File: src/rtl/mmio_uart_pkg.sv
// Shared constants and types for the memory-mapped UART transmitter:
// register offsets inside the window, STATUS bit positions and FSM states.
package mmio_uart_pkg;

    localparam logic [3:0] UART_TXDATA_OFF  = 4'h0;
    localparam logic [3:0] UART_STATUS_OFF  = 4'h4;
    localparam logic [3:0] UART_DIVISOR_OFF = 4'h8;

    localparam int STATUS_FULL_BIT     = 0;
    localparam int STATUS_EMPTY_BIT    = 1;
    localparam int STATUS_BUSY_BIT     = 2;
    localparam int STATUS_OVERFLOW_BIT = 3;
    localparam int STATUS_COUNT_LSB    = 8;

    typedef enum logic [1:0] {
        IDLE,
        START,
        DATA,
        STOP
    } uart_tx_state_t;

endpackage

File: src/rtl/uart_fifo.sv
// Small synchronous FIFO for TX bytes. Pointers carry one extra wrap bit so
// full and empty are distinguishable without a separate counter register.
module uart_fifo #(
    parameter int DEPTH = 8,
    parameter int WIDTH = 8
) (
    input  logic                     clk,
    input  logic                     reset,
    input  logic                     push,
    input  logic [WIDTH-1:0]         push_data,
    input  logic                     pop,
    output logic [WIDTH-1:0]         pop_data,
    output logic                     full,
    output logic                     empty,
    output logic [$clog2(DEPTH):0]   count
);
    localparam int AW = $clog2(DEPTH);

    logic [WIDTH-1:0] mem [DEPTH];
    logic [AW:0]      wr_ptr;
    logic [AW:0]      rd_ptr;
    logic             do_push;
    logic             do_pop;

    assign empty    = (wr_ptr == rd_ptr);
    assign full     = (wr_ptr[AW] != rd_ptr[AW]) && (wr_ptr[AW-1:0] == rd_ptr[AW-1:0]);
    assign count    = wr_ptr - rd_ptr;
    assign do_pop   = pop && !empty;
    // A push into a full FIFO is allowed when a pop frees the slot that same cycle.
    assign do_push  = push && (!full || do_pop);
    assign pop_data = mem[rd_ptr[AW-1:0]];

    always_ff @(posedge clk or negedge reset) begin
        if (!reset) begin
            wr_ptr <= '0;
            rd_ptr <= '0;
        end else begin
            if (do_push) wr_ptr <= wr_ptr + (AW+1)'(1);
            if (do_pop)  rd_ptr <= rd_ptr + (AW+1)'(1);
        end
    end

    always_ff @(posedge clk) begin
        if (do_push) mem[wr_ptr[AW-1:0]] <= push_data;
    end

endmodule

File: src/rtl/mmio_uart_tx.sv
// Bus-attached UART transmitter: register decode, STATUS/DIVISOR registers,
// TX FIFO and an 8N1 serialiser driven by a per-frame latched baud divisor.
module mmio_uart_tx
    import mmio_uart_pkg::*;
#(
    parameter logic [31:0] BASE_ADDR   = 32'hFFFF_FFE0,
    parameter logic [15:0] DEFAULT_DIV = 16'd104,
    parameter int          FIFO_DEPTH  = 8
) (
    input  logic        clk,
    input  logic        reset,
    input  logic        write_mem,
    input  logic [31:0] write_address,
    input  logic [31:0] write_data,
    input  logic [2:0]  funct3,
    input  logic [31:0] read_address,
    output logic [31:0] read_data,
    output logic        read_hit,
    output logic        tx
);
    localparam int          CW           = $clog2(FIFO_DEPTH) + 1;
    localparam logic [29:0] BASE_WORD    = BASE_ADDR[31:2];
    localparam logic [29:0] TXDATA_WORD  = {28'd0, UART_TXDATA_OFF[3:2]};
    localparam logic [29:0] STATUS_WORD  = {28'd0, UART_STATUS_OFF[3:2]};
    localparam logic [29:0] DIVISOR_WORD = {28'd0, UART_DIVISOR_OFF[3:2]};

    uart_tx_state_t state;
    logic [29:0]    wr_word;
    logic [29:0]    rd_word;
    logic           txdata_wr;
    logic           status_wr;
    logic           divisor_wr;
    logic [15:0]    divisor;
    logic [15:0]    div_latched;
    logic [15:0]    baud_cnt;
    logic [2:0]     bit_cnt;
    logic [7:0]     shift;
    logic           overflow;
    logic           baud_done;
    logic           pop;
    logic           fifo_full;
    logic           fifo_empty;
    logic [7:0]     fifo_data;
    logic [CW-1:0]  fifo_count;
    logic [31:0]    status_word;
    logic           unused_bits;

    // Offsets are relative word indices; addresses below the base wrap high and miss.
    assign wr_word     = write_address[31:2] - BASE_WORD;
    assign rd_word     = read_address[31:2] - BASE_WORD;
    assign txdata_wr   = write_mem && (wr_word == TXDATA_WORD);
    assign status_wr   = write_mem && (wr_word == STATUS_WORD);
    assign divisor_wr  = write_mem && (wr_word == DIVISOR_WORD) && (funct3 == 3'b010);
    assign unused_bits = ^{write_address[1:0], read_address[1:0], write_data[31:16]};

    assign baud_done = (baud_cnt == div_latched - 16'd1);
    assign pop       = !fifo_empty && ((state == IDLE) || ((state == STOP) && baud_done));

    uart_fifo #(
        .DEPTH (FIFO_DEPTH),
        .WIDTH (8)
    ) u_fifo (
        .clk       (clk),
        .reset     (reset),
        .push      (txdata_wr),
        .push_data (write_data[7:0]),
        .pop       (pop),
        .pop_data  (fifo_data),
        .full      (fifo_full),
        .empty     (fifo_empty),
        .count     (fifo_count)
    );

    always_comb begin
        status_word                              = '0;
        status_word[STATUS_FULL_BIT]             = fifo_full;
        status_word[STATUS_EMPTY_BIT]            = fifo_empty;
        status_word[STATUS_BUSY_BIT]             = (state != IDLE);
        status_word[STATUS_OVERFLOW_BIT]         = overflow;
        status_word[STATUS_COUNT_LSB +: CW]      = fifo_count;
    end

    // Software-visible registers; a new overflow outranks a same-cycle clear.
    always_ff @(posedge clk or negedge reset) begin
        if (!reset) begin
            divisor  <= DEFAULT_DIV;
            overflow <= 1'b0;
        end else begin
            if (divisor_wr)
                divisor <= (write_data[15:0] < 16'd2) ? 16'd2 : write_data[15:0];
            if (txdata_wr && fifo_full && !pop)
                overflow <= 1'b1;
            else if (status_wr && write_data[STATUS_OVERFLOW_BIT])
                overflow <= 1'b0;
        end
    end

    always_ff @(posedge clk or negedge reset) begin
        if (!reset) begin
            read_data <= '0;
            read_hit  <= 1'b0;
        end else begin
            read_hit <= (rd_word < 30'd3);
            case (rd_word)
                STATUS_WORD:  read_data <= status_word;
                DIVISOR_WORD: read_data <= {16'd0, divisor};
                default:      read_data <= '0;
            endcase
        end
    end

    // Serialiser: every state lasts div_latched cycles; a frame is reloaded from
    // the FIFO straight out of STOP so consecutive bytes have no idle gap.
    always_ff @(posedge clk or negedge reset) begin
        if (!reset) begin
            state       <= IDLE;
            tx          <= 1'b1;
            baud_cnt    <= '0;
            bit_cnt     <= '0;
            shift       <= '0;
            div_latched <= DEFAULT_DIV;
        end else begin
            case (state)
                IDLE: begin
                    if (pop) begin
                        state       <= START;
                        tx          <= 1'b0;
                        shift       <= fifo_data;
                        div_latched <= divisor;
                        baud_cnt    <= '0;
                    end
                end
                START: begin
                    if (baud_done) begin
                        state    <= DATA;
                        tx       <= shift[0];
                        baud_cnt <= '0;
                        bit_cnt  <= '0;
                    end else begin
                        baud_cnt <= baud_cnt + 16'd1;
                    end
                end
                DATA: begin
                    if (baud_done) begin
                        baud_cnt <= '0;
                        if (bit_cnt == 3'd7) begin
                            state <= STOP;
                            tx    <= 1'b1;
                        end else begin
                            shift   <= shift >> 1;
                            tx      <= shift[1];
                            bit_cnt <= bit_cnt + 3'd1;
                        end
                    end else begin
                        baud_cnt <= baud_cnt + 16'd1;
                    end
                end
                STOP: begin
                    if (baud_done) begin
                        baud_cnt <= '0;
                        if (pop) begin
                            state       <= START;
                            tx          <= 1'b0;
                            shift       <= fifo_data;
                            div_latched <= divisor;
                        end else begin
                            state <= IDLE;
                        end
                    end else begin
                        baud_cnt <= baud_cnt + 16'd1;
                    end
                end
                default: begin
                    state <= IDLE;
                    tx    <= 1'b1;
                end
            endcase
        end
    end

endmodule

File: config.mk
export PLATFORM = sky130hd
export DESIGN_NAME = mmio_uart_tx
export DESIGN_NICKNAME = d
export VERILOG_FILES = /design/src/rtl/mmio_uart_pkg.sv /design/src/rtl/uart_fifo.sv /design/src/rtl/mmio_uart_tx.sv
export SDC_FILE = /design/constraint.sdc
export NUM_CORES = 1
export LEC_CHECK = 0
export BUFFER_PORTS_ARGS = -buffer_cell sky130_fd_sc_hd__buf_2
export CORE_UTILIZATION = 30
export DETAILED_ROUTE_END_ITERATION = 7
export PLACE_DENSITY = 0.46
export SYNTH_ARGS = -nofsm -noshare
export SYNTH_HDL_FRONTEND = slang
export SYNTH_SLANG_ARGS = --single-unit
File: constraint.sdc
create_clock -name clk -period 10.3 [get_ports clk]
set_input_delay 1.03 -clock clk [delete_from_list [all_inputs] [get_ports clk]]
set_output_delay 1.03 -clock clk [all_outputs]
set_load 0.03 [all_outputs]
# After elaboration in Yosys (flattened, before gate mapping)
# Memories as Yosys holds them, arrays and structs flattened.
# Cells that the tools add are included.
[word_totals]
register_bits = 104
mem_bits_rw = 64
inputBits = 102
output_inout_bits = 34
wordCells = 106
n_memories = 1
[classes]
add_sub_neg = 8
magnitude_cmp = 2
eq_ne = 19
n_mux = 34
reduce_logical = 30
[mem_list]
columns = ["name", "words", "word_bits", "rd", "rd_ports_with_merged_regs", "write_ports", "line", "source"]
rows = [
  ["u_fifo.mem", 8, 8, 1, 0, 1, "uart_fifo.sv:19", "logic [WIDTH-1:0] mem [DEPTH];"],
]
[ops]
columns = ["cell", "n"]
rows = [
  ["16-bit case mux with 2 select lines", 3],
  ["16-bit 2-to-1 mux", 5],
  ["30-bit by 1-bit == test with 1-bit output (second input constant)", 2],
  ["30-bit by 2-bit == test with 1-bit output (second input constant)", 2],
  ["30-bit subtractor (second input constant)", 2],
  ["8-bit 2-to-1 mux", 4],
  ["30-bit zero test", 1],
  ["30-bit by 2-bit less-than comparator with 1-bit output (second input constant)", 1],
  ["8-bit case mux with 3 select lines", 1],
  ["16-bit by 1-bit adder with 16-bit output (second input constant)", 1],
  ["16-bit == test", 1],
  ["16-bit by 2-bit less-than comparator with 1-bit output (second input constant)", 1],
  ["16-bit by 1-bit subtractor with 16-bit output (second input constant)", 1],
  ["1-bit logical AND", 12],
  ["2-bit inequality test (second input constant)", 6],
  ["1-bit 2-to-1 mux", 10],
  ["2-bit 2-to-1 mux", 5],
  ["3-bit 2-to-1 mux", 3],
  ["4-bit by 1-bit adder with 4-bit output (second input constant)", 2],
  ["2-bit case mux with 4 select lines", 1],
  ["4-bit AND reduction", 2],
  ["2-bit nonzero test", 4],
  ["3-bit case mux with 2 select lines", 1],
  ["5-bit AND reduction", 1],
  ["other kinds (17)", 21],
]

# Logic depth before layout (Yosys ltp)
# Gate-level depths: netlist of the first run.
[depth]
ltp_word = 10
depth_mapped = 13
depth_no_buf = 10

# Hierarchy
# A second synthesis of the first run with hierarchy kept.
[unflattened]
cells_unflattened = 764
area_unflattened_um2 = 8309.2
[modules_own_cells]
columns = ["mod", "instances", "cells_each", "area_each_um2", "seq_area_each_um2"]
rows = [
  ["mmio_uart_tx", 1, 595, 5347.6, 2010.7],
  ["uart_fifo", 1, 169, 2961.6, 2122.0],
]

# Worst setup path after synthesis of the first run
# Ideal clock, no wire load.
[synth_timing]
path_kind = "input -> register"
startpoint = "in write_address[5]"
endpoint = "mem u_fifo.mem[1][0], enable pin"
setup_ps = 380
arrival_ps = 3772
t_required_ps = 9920
slack_ps = 6148
path_stages = 9
n_path_buf = 0
cell_sequence = "ha_1 or4bb_1 a211o_1 a21oi_1 nand4_1 nor4_1 nand4b_1 a211oi_4 nor4b_2"
[synth_via]
elab_chain_len = 6
[synth_lines]
columns = ["item", "line", "source"]
rows = [
  ["start: declaration", "mmio_uart_tx.sv:13", "input logic [31:0] write_address,"],
  ["30-bit subtractor", "mmio_uart_tx.sv:49", "assign wr_word = write_address[31:2] - BASE_WORD;"],
  ["30-bit zero test", "mmio_uart_tx.sv:51", "assign txdata_wr = write_mem && (wr_word == TXDATA_WORD);"],
  ["1-bit logical AND", "mmio_uart_tx.sv:51", ""],
  ["1-bit logical AND", "uart_fifo.sv:30", "assign do_push = push && (!full || do_pop);"],
  ["1-bit 2-to-1 mux", "uart_fifo.sv:44", "if (do_push) mem[wr_ptr[AW-1:0]] <= push_data;"],
  ["1-bit 2-to-1 mux (not written as such)", "uart_fifo.sv:44", ""],
  ["end: declaration", "uart_fifo.sv:19", ""],
]
# Every way passes these cells.

# Worst setup path in the final report of the first run
[layout_timing]
startpoint = "in write_address[5]"
endpoint = "mem u_fifo.mem[3][1], enable pin"
# Same word-level chain as after synthesis.

==> results.json, run 1 <==
{
  "hold_viol": 0,
  "num_antenna_cells": 0,
  "synth-main-ff-cell": "dfrtp_1",
  "path_cells": "buf_2 -> ha_1 -> or4bb_1 -> a211o_1 -> a21oi_1 -> nand4_1 -> nor4_1 -> nand4b_1 -> a211oi_4 -> nor4b_2",
  "post-route-worst-setup-slack_ns": 5.78,
  "vias": 6529,
  "cpLargestDelayFamily": "simple AND/OR/NAND/NOR gates",
  "gr-usage-all-layers_pct": 16.0,
  "max-cap-violations": 0,
  "clock_sinks": 152,
  "reg2reg_from": "div_latched[2]$_DFFE_PN0P_",
  "fin_setup_tns_ns": 0,
  "syn-cell-area_um2": 8670,
  "path_clk_slew_ns": 0.07,
  "drc": 0,
  "cts_root_buffer": "clkbuf_16",
  "relSlewSlack_pct": 22.6,
  "critical_path_class": "primary input to flop",
  "p_switching_uw": 621,
  "synth_edf_count": 64,
  "grt_pass1_vias": 6582,
  "slowest_stage": "nor4b_2",
  "start_util_pct": 30.9,
  "slew_violations": 0,
  "die-width_um": 172,
  "firstDrtPassIters": 4,
  "io_pins": 136,
  "yosys_warnings": 0,
  "grt_pass1_wl_mm": 35.9,
  "power.internal_mw": 1.12,
  "swShare_pct": 35.8,
  "status": "complete, no violations",
  "antenna_found_initial": 1,
  "synthArstFlopShare_pct": 57.9,
  "drive_above_1_share_pct": 22.9,
  "cts_tree": "yes",
  "synth_fa_ha_area_share_pct": 2.54,
  "synthSimpleGateAreaFrac_pct": 17.7,
  "powerDensity_nw_per_um2": 172,
  "syn_inst": 800,
  "hold_buffers": 0,
  "seq_area_frac_synth_pct": 47.6,
  "cts_buffers": 17,
  "cp.required_ns": 10.35,
  "postSynthAreaPerCell_um2": 10.8,
  "cp-end-kind": "flop",
  "rr_endpoint": "u_fifo.mem[3][1]$_DFFE_PP_",
  "htree_levels": 4,
  "yosys.area_share.xor_xnor_pct": 4.04,
  "rrSetupSlack_ns": 5.80,
  "reg2reg_depth": 7,
  "rows": 61,
  "grt_max_degree": 71,
  "clock_path_buffers": 2,
  "path_buf_inv": 1,
  "power_frac_comb_pct": 24.3,
  "totalWireLength_mm": 22.3,
  "fillers": 2907,
  "worst_pin_slew_ns": 1.16,
  "numPortBuffers": 99,
  "arrival_ns": 4.57,
  "dp_worst_setup_slack_ns": 5.26,
  "peakVddDrop_uv": 113,
  "leakagePower_nw": 4.01,
  "drt.antenna.violating_nets": 0,
  "start_kind": "primary input",
  "rsz0062_at_grt": "false",
  "synthMuxAreaShare_pct": 8.37,
  "synthDistinctLibCells": 87,
  "max_stage_delay_ns": 1.00,
  "cts_setup_buffers": 0,
  "die-area_um2": 29600,
  "fp.dieH_um": 172,
  "core_um2": 28100,
  "max_clock_freq_mhz": 221,
  "skew_ns": 0.0258,
  "synth_top_family_by_area": "simple AND/OR/NAND/NOR gates",
  "drt_iter0_markers": 349,
  "path_max_fanout": 9,
  "gp_congestion": 0.823,
  "wl_per_cell_um": 17.4,
  "finalCritPeriodShare_pct": 43.8,
  "setup_viol_count_final": 0,
  "p_seq_share_pct": 38.0,
  "hpwl_mm": 16.0,
  "vias_per_cell": 5.10,
  "nets": 1008,
  "clock_latency_ns": 0.44,
  "pwr-share-clk_pct": 37.7,
  "fin_util_pct": 35.9,
  "ctsResizeCount": 0,
  "synth-seq-cells": 152,
  "synth_compound_area_share_pct": 15.0,
  "period_needed_ns": 4.52,
  "hp-class": "primary input to async pin",
  "area_growth_pct": 16.3,
  "overflow": 0
}
[cell families (layout without fill, tap and decap cells)]
kind of cell             count (synthesis)  after routing
AO/OA/AOI/OAI                          178            178
XOR/XNOR                                40             40
adder cells (fa/ha/maj)                 17             17
buffers and inverters                   81            168
flip-flops                             152            152
multiplexers                            49             49
other                                    1             16
AND/OR/NAND/NOR                        282            282
[cell usage after synthesis, drive strengths merged (8+ instances only)]
cell type,instances,share of area [%]
buf,26,2.2
clkbuf,24,1.0
mux4,16,4.2
nor3,25,1.4
nand4,16,1.2
a21oi,33,2.2
nor2b,13,0.94
mux2i,8,0.92
ha,16,2.3
nor4,17,1.3
edfxtp,64,22
o211ai,10,0.87
and3,19,1.4
nand2,53,2.3
inv,31,1.3
xor2,14,1.4
a22o,10,1.0
nand3,39,2.3
o21ai,51,3.1
mux2,25,3.3
xnor2,26,2.6
dfrtp,81,23
nor2,47,2.0
[layout by cell type, fill, tap and decap left out, types with 5 or more instances in the layout]
cell,instances
dfrtp_1,81
nand3_1,39
clkinv_8,5
a32oi_1,7
o21ai_0,43
mux2i_1,8
nor2_1,47
and4_1,6
edfxtp_1,64
or4_1,5
and3_1,19
conb_1,16
a21oi_1,31
o211ai_1,10
a22o_1,10
o21ai_1,6
clkbuf_16,17
inv_1,30
nand2_1,53
buf_2,98
nand4_1,16
buf_4,7
dfstp_2,7
nand3b_1,6
a31oi_1,5
mux4_2,16
ha_1,16
xnor2_1,26
or3_1,6
a21o_1,6
a22oi_1,7
nor3_1,25
a211oi_1,6
nor4_1,16
nor2b_1,13
xor2_1,14
mux2_2,23
[sequential cells by signal (all words and copies together), names as in the netlist, 2 cells and up]
name           count
u_fifo.rd_ptr      4
u_fifo.wr_ptr      4
div_latched       16
divisor           16
u_fifo.mem        64
read_data         16
baud_cnt          16
bit_cnt            3
state              2
shift              8
[final cells by class]
type | count | area, µm² | area share (%)
Timing Repair Buffer | 105 | 543 | 5.38
Clock buffer | 17 | 425 | 4.22
Sequential cell | 152 | 4130 | 40.9
Clock inverter | 15 | 204 | 2.02
Inverter | 31 | 116 | 1.15
Multi-Input combinational cell | 582 | 4200 | 41.6
Tap cell | 378 | 473 | 4.69
[power by group through the flow]
| stage | clock, mW | combinational (mW) | sequential, mW |
|---|---|---|---|
| 6_report | 0.655 | 0.423 | 0.659 |
| 2_1_floorplan | 0 | 0.309 | 0.669 |
| 5_1_grt | 0.695 | 0.475 | 0.661 |
| 3_5_place_dp | 0 | 0.427 | 0.671 |
| 4_1_cts | 0.669 | 0.427 | 0.659 |
| 3_3_place_gp | 0 | 0.424 | 0.672 |
[worst max-delay path by stage]
stage / start / to / slack (ns) / cells after the start
after floorplan: write_address[5] / u_fifo.mem[1][0]$_DFFE_PP_ / 6.15 / 9
after global placement: write_address[5] / u_fifo.mem[2][3]$_DFFE_PP_ / 5.25 / 10
after detailed placement: write_address[5] / u_fifo.mem[3][0]$_DFFE_PP_ / 5.26 / 10
after CTS: write_address[5] / u_fifo.mem[3][1]$_DFFE_PP_ / 5.70 / 10
after global routing: div_latched[2]$_DFFE_PN0P_ / u_fifo.mem[3][1]$_DFFE_PP_ / 5.42 / 7
final: write_address[5] / u_fifo.mem[3][1]$_DFFE_PP_ / 5.78 / 10
[layer usage]
metal / global-route usage [%] / vias to the layer above / share of wire [%]
met5: 0 / - / 0
met4: 4.23 / 0 / 0.79
met3: 2.84 / 11 / 3.5
met2: 26.0 / 121 / 48
met1: 21.8 / 3205 / 48
li1: - / 3192 / -
[worst reg2reg max path: stages, from the launching register on]
cell and delay [ns]:
dfrtp_1 0.50, nor4_2 0.70, nand4_1 0.25, o311ai_0 0.66
and3_1 0.40, a21oi_4 0.16, a211oi_4 0.46, nor4b_2 1.00
[metrics by stage]
stage	power, mW	cell area [µm²]	cells	hold slack (ns)
after global routing	1.83	10100	1280	0.493
after floorplan	0.978	8730	815	0.467
after global placement	1.10	9460	1248	0.487
final	1.74	10100	1280	0.475
after detailed placement	1.10	9460	1248	0.490
after CTS	1.76	10100	1280	0.481
Power figures use the tool's default switching activity.
==> inputs of run 2 (changes only) <==
==> constraint.sdc (replaced) <==
create_clock -name clk -period 4.36 [get_ports clk]
set_input_delay 0.436 -clock clk [delete_from_list [all_inputs] [get_ports clk]]
set_output_delay 0.436 -clock clk [all_outputs]
set_load 0.03 [all_outputs]
==> run 2 against run 1 <==
Global-route usage down 0.19 points. Final cell count is 0.55% higher. Clock power rose by 130%. Non-clock buffer count grew 7. Die area stayed put. Setup slack worse by 5.2 ns. Clock skew shrank 0.0053 ns. Final area is 0.37% higher. Register-to-register slack lost 5.3 ns.
==> results.json, run 2 (same netlist as run 1, synthesis figures left out) <==
{
  "max-cap-violations": 0,
  "die-width_um": 172,
  "final_cell_mix": "buf_2 (98), dfrtp_1 (81), edfxtp_1 (64)",
  "layout_commonest_cell": "buf_2",
  "setup_viol_count_final": 0,
  "area_growth_pct": 16.8,
  "num_antenna_cells": 0,
  "gp_congestion": 0.826,
  "numPortBuffers": 99,
  "vias_per_cell": 5.07,
  "die-area_um2": 29600,
  "clock_latency_ns": 0.44,
  "drt_iter0_markers": 285,
  "period_needed_ns": 3.82,
  "grt_pass1_vias": 6488,
  "leakagePower_nw": 4.03,
  "placed_cells_incl_taps": 1255,
  "slowest_stage": "and4_1",
  "nets": 1015,
  "drt.antenna.violating_nets": 0,
  "path_clk_slew_ns": 0.07,
  "p_seq_share_pct": 38.3,
  "power.internal_mw": 2.63,
  "cts_setup_buffers": 0,
  "hold_viol": 0,
  "finalCritPeriodShare_pct": 87.7,
  "fp.dieH_um": 172,
  "swShare_pct": 35.4,
  "peakVddDrop_uv": 333,
  "gr-usage-all-layers_pct": 15.8,
  "max_stage_delay_ns": 0.52,
  "max_clock_freq_mhz": 262,
  "core_um2": 28100,
  "firstDrtPassIters": 4,
  "critical_path_class": "flop to flop",
  "worst_pin_slew_ns": 0.884,
  "cts_buffers": 17,
  "start_util_pct": 30.9,
  "grt_pass1_wl_mm": 35.6,
  "cts_root_buffer": "clkbuf_16",
  "cp-end-kind": "flop",
  "vias": 6522,
  "totalWireLength_mm": 22.2,
  "hold_buffers": 0,
  "cp.required_ns": 4.44,
  "instances_no_fill": 1287,
  "path_max_fanout": 13,
  "antenna_found_initial": 0,
  "rsz0062_at_grt": "false",
  "slew_violations": 0,
  "clock_sinks": 152,
  "fin_setup_tns_ns": 0,
  "start_kind": "flop",
  "arrival_ns": 3.91,
  "p_switching_mw": 1.44,
  "hpwl_mm": 16.3,
  "ctsResizeCount": 0,
  "rows": 61,
  "pwr-share-clk_pct": 37.3,
  "path_cells": "inv_1 -> ha_1 -> nor3b_1 -> nand2_1 -> o311a_1 -> o21ai_0 -> and4_4 -> a21oi_4 -> a211oi_4 -> and4_1",
  "relSlewSlack_pct": 41.1,
  "drive_above_1_share_pct": 23.5,
  "largest_reg_flops": 64,
  "overflow": 0,
  "skew_ns": 0.0205,
  "io_pins": 136,
  "wl_per_cell_um": 17.2,
  "clock_path_buffers": 2,
  "htree_levels": 4,
  "powerDensity_nw_per_um2": 401,
  "drc": 0,
  "power_frac_comb_pct": 24.4,
  "status": "complete, no violations",
  "hp-class": "primary input to async pin",
  "grt_max_degree": 55,
  "cts_tree": "yes"
}
==> run 2: power by group through the flow <==
| stage | Combinational, mW | Clock, mW | Sequential (mW) |
|---|---|---|---|
| floorplan | 0.729 | 0 | 1.58 |
| global placement | 0.998 | 0 | 1.59 |
| global route | 1.12 | 1.60 | 1.56 |
| CTS | 1.00 | 1.55 | 1.56 |
| detailed placement | 1.00 | 0 | 1.59 |
| finish | 0.991 | 1.52 | 1.56 |
==> run 2: metal layers <==
layer	share of wire, %	track usage [%]	up-vias
met5	0	0	-
met4	1.2	4.69	0
met3	3.8	2.79	20
met2	46	25.5	114
met1	49	21.5	3184
li1	-	-	3204
==> run 2: path summary, 6_finish.rpt <==
| check | from | to | slack (ns) | cells past startpoint |
|---|---|---|---|---|
| max in group asynchronous | reset | tx$_DFFE_PN1P_ | 3.33 | 2 |
| min reg2reg | divisor[6]$_DFFE_PN1P_ | div_latched[6]$_DFFE_PN1P_ | 0.50 | 2 |
| max reg2reg | div_latched[0]$_DFFE_PN0P_ | u_fifo.mem[6][0]$_DFFE_PP_ | 0.54 | 10 |
| min | reset | baud_cnt[9]$_DFFE_PN0P_ | 0.06 | 1 |
| min in group clk | read_address[2] | read_hit$_DFF_PN0_ | 0.23 | 2 |
| max | div_latched[0]$_DFFE_PN0P_ | u_fifo.mem[6][0]$_DFFE_PP_ | 0.54 | 10 |
==> run 2: layout make-up <==
type	instances	area [µm²]
fill	2889	18000
inverter	31	116
clock buffer	17	425
clock inverter	15	189
timing repair buffer	112	596
sequential	152	4130
multi-input combinational	582	4200
tap	378	473
==> run 2: critical path: cells and delay by family, from the launching register on <==
kind            cells  cell delay [ns]
simple gates        4             1.44
buf+inv             1             0.09
flops               1             0.46
compound gates      4             1.12
fa+ha+maj           1             0.38
==> run 2: metrics by stage <==
stage	util [%]	hold WS (ns)	power, mW	instance area (µm²)	setup slack, ns
after floorplan	-	0.140	2.31	8730	0.791
after global placement	33.9	0.486	2.59	9520	0.445
after detailed placement	33.9	0.489	2.59	9520	0.418
after CTS	36.1	0.0814	4.11	10100	0.503
after global routing	36.1	0.110	4.28	10100	0.250
final	36.1	0.0576	4.06	10100	0.537
==> inputs of run 3 (changes only) <==
--- a/config.mk
+++ b/config.mk
@@ -9,6 +9,7 @@
 export CORE_UTILIZATION = 30
 export DETAILED_ROUTE_END_ITERATION = 7
 export PLACE_DENSITY = 0.46
+export RECOVER_POWER = 50
 export SYNTH_ARGS = -nofsm -noshare
 export SYNTH_HDL_FRONTEND = slang
 export SYNTH_SLANG_ARGS = --single-unit
==> run 3 against run 2 <==
Register-to-register slack about the same. The flow now finishes with violations (max-capacitance violations, max-slew violations). Combinational power hardly changed. Utilization shrank 0.098 points. Die area unchanged. Final area down 0.27%. Via count increased by 0.43%. Clock skew fell by 0.00060 ns. Count of clock-buffer cells in the layout is the same. Fmax is 0.22% higher. Final cell count did not move. Clock power about the same.
==> results.json, run 3 (same netlist as run 1, synthesis figures left out) <==
{
  "grt_pass1_vias": 6488,
  "nets": 1015,
  "numPortBuffers": 99,
  "rsz0062_at_grt": "false",
  "firstDrtPassIters": 4,
  "cp-end-kind": "flop",
  "pwr-share-clk_pct": 37.4,
  "cp.required_ns": 4.45,
  "grt_max_degree": 55,
  "core_um2": 28100,
  "worst_pin_slew_ns": 3.04,
  "io_pins": 136,
  "cts_tree": "yes",
  "totalWireLength_mm": 22.2,
  "hold_viol": 0,
  "clock_path_buffers": 2,
  "drt.antenna.violating_nets": 0,
  "cts_root_buffer": "clkbuf_16",
  "vias": 6550,
  "start_util_pct": 30.9,
  "hold_buffers": 0,
  "grt_pass1_wl_mm": 35.6,
  "dp_worst_setup_slack_ns": 0.418,
  "drc": 0,
  "peakVddDrop_uv": 335,
  "rows": 61,
  "slew_violations": 55,
  "path_clk_slew_ns": 0.07,
  "setup_viol_count_final": 0,
  "timing.hold.ws_ns": 0.227,
  "path_max_fanout": 13,
  "slowest_stage": "or4_4",
  "die-area_um2": 29600,
  "gr-usage-all-layers_pct": 15.8,
  "period_needed_ns": 3.81,
  "p_seq_share_pct": 38.3,
  "skew_ns": 0.0198,
  "clock_latency_ns": 0.44,
  "max-cap-violations": 1,
  "drt_iter0_markers": 341,
  "cts_setup_buffers": 0,
  "drive_above_1_share_pct": 21.6,
  "ctsResizeCount": 0,
  "clock_sinks": 152,
  "fp.dieH_um": 172,
  "antenna_found_initial": 0,
  "p_switching_mw": 1.44,
  "gp_congestion": 0.826,
  "powerDensity_nw_per_um2": 402,
  "post-route-worst-setup-slack_ns": 0.545,
  "fillers": 2892,
  "status": "finished, violations left",
  "largest_reg_flops": 64,
  "critical_path_class": "flop to flop",
  "wl_per_cell_um": 17.3,
  "violations": "max-capacitance violations, max-slew violations",
  "swShare_pct": 35.4,
  "max_stage_delay_ns": 0.62,
  "arrival_ns": 3.90,
  "power.internal_mw": 2.62,
  "final_cell_mix": "dfrtp_1 (81), buf_2 (81), edfxtp_1 (64)",
  "htree_levels": 4,
  "start_kind": "flop",
  "vias_per_cell": 5.09,
  "leakagePower_nw": 3.97,
  "fin_setup_tns_ns": 0,
  "power_frac_comb_pct": 24.3,
  "relSlewSlack_pct": -102,
  "hp-class": "primary input to flop",
  "die-width_um": 172,
  "cts_buffers": 17,
  "overflow": 0,
  "hpwl_mm": 16.3,
  "num_antenna_cells": 0,
  "max_clock_freq_mhz": 262,
  "path_cells": "or4_4 -> nor3_1 -> mux2_2 -> o21ai_1 -> and4_4 -> a21oi_4 -> a211oi_4 -> and4_1",
  "area_growth_pct": 16.5,
  "finalCritPeriodShare_pct": 87.5
}
[run 3: changes by cell type in the layout (fill, tap and decap cells not counted)]
cell and change:
clkbuf_1 +18, clkbuf_2 +1, buf_2 -17, buf_4 -2
[run 3: per-stage QoR]
stage	utilization (%)	total power, mW	instances	cell area, µm²
floorplan	-	2.31	815	8730
global placement	33.9	2.59	1255	9520
detailed placement	33.9	2.59	1255	9520
CTS	36.1	4.11	1287	10100
global route	36.0	4.28	1287	10100
finish	36.0	4.06	1287	10100
[run 3: worst max-delay path, delay by kind of cell (launching register included)]
kind / cells / cell delay, ns
AO/OA/AOI/OAI: 3 / 0.82
flip-flops: 1 / 0.49
AND/OR/NAND/NOR: 4 / 1.79
multiplexers: 1 / 0.37
[run 3: cell type report]
class / instances / area, µm² / share of cell area [%]
clock buffers: 17 / 425 / 4.21
well taps: 378 / 473 / 4.68
clock inverters: 15 / 189 / 1.87
inverters: 31 / 116 / 1.15
repair buffers: 112 / 568 / 5.62
multi-input cells: 582 / 4200 / 41.6
flip-flops and latches: 152 / 4130 / 40.9
[run 3: path summary, 6_finish.rpt]
path / startpoint / endpoint / slack, ns / cells past startpoint
worst max-delay path: div_latched[2]$_DFFE_PN0P_ / u_fifo.mem[6][1]$_DFFE_PP_ / 0.55 / 8
worst min-delay path: read_address[2] / read_hit$_DFF_PN0_ / 0.23 / 2
worst max register to register: div_latched[2]$_DFFE_PN0P_ / u_fifo.mem[6][1]$_DFFE_PP_ / 0.55 / 8
worst min register to register: divisor[6]$_DFFE_PN1P_ / div_latched[6]$_DFFE_PN1P_ / 0.50 / 2
max in group asynchronous: reset / u_fifo.rd_ptr[3]$_DFFE_PN0P_ / 1.21 / 2
min in group asynchronous: reset / baud_cnt[9]$_DFFE_PN0P_ / 0.99 / 1
[run 3: power groups by stage]
stage / Combinational, mW / Clock [mW] / Sequential, mW
floorplan: 0.729 / 0 / 1.58
global placement: 0.998 / 0 / 1.59
detailed placement: 1.00 / 0 / 1.59
CTS: 1.00 / 1.55 / 1.56
global route: 1.12 / 1.60 / 1.56
finish: 0.988 / 1.52 / 1.56
[run 3: routing by layer]
| layer | track usage, % | vias up | part of all wire (%) |
|---|---|---|---|
| met5 | 0 | - | 0 |
| met4 | 4.69 | 0 | 1.3 |
| met3 | 2.79 | 23 | 3.6 |
| met2 | 25.5 | 113 | 47 |
| met1 | 21.5 | 3209 | 48 |
| li1 | - | 3205 | - |
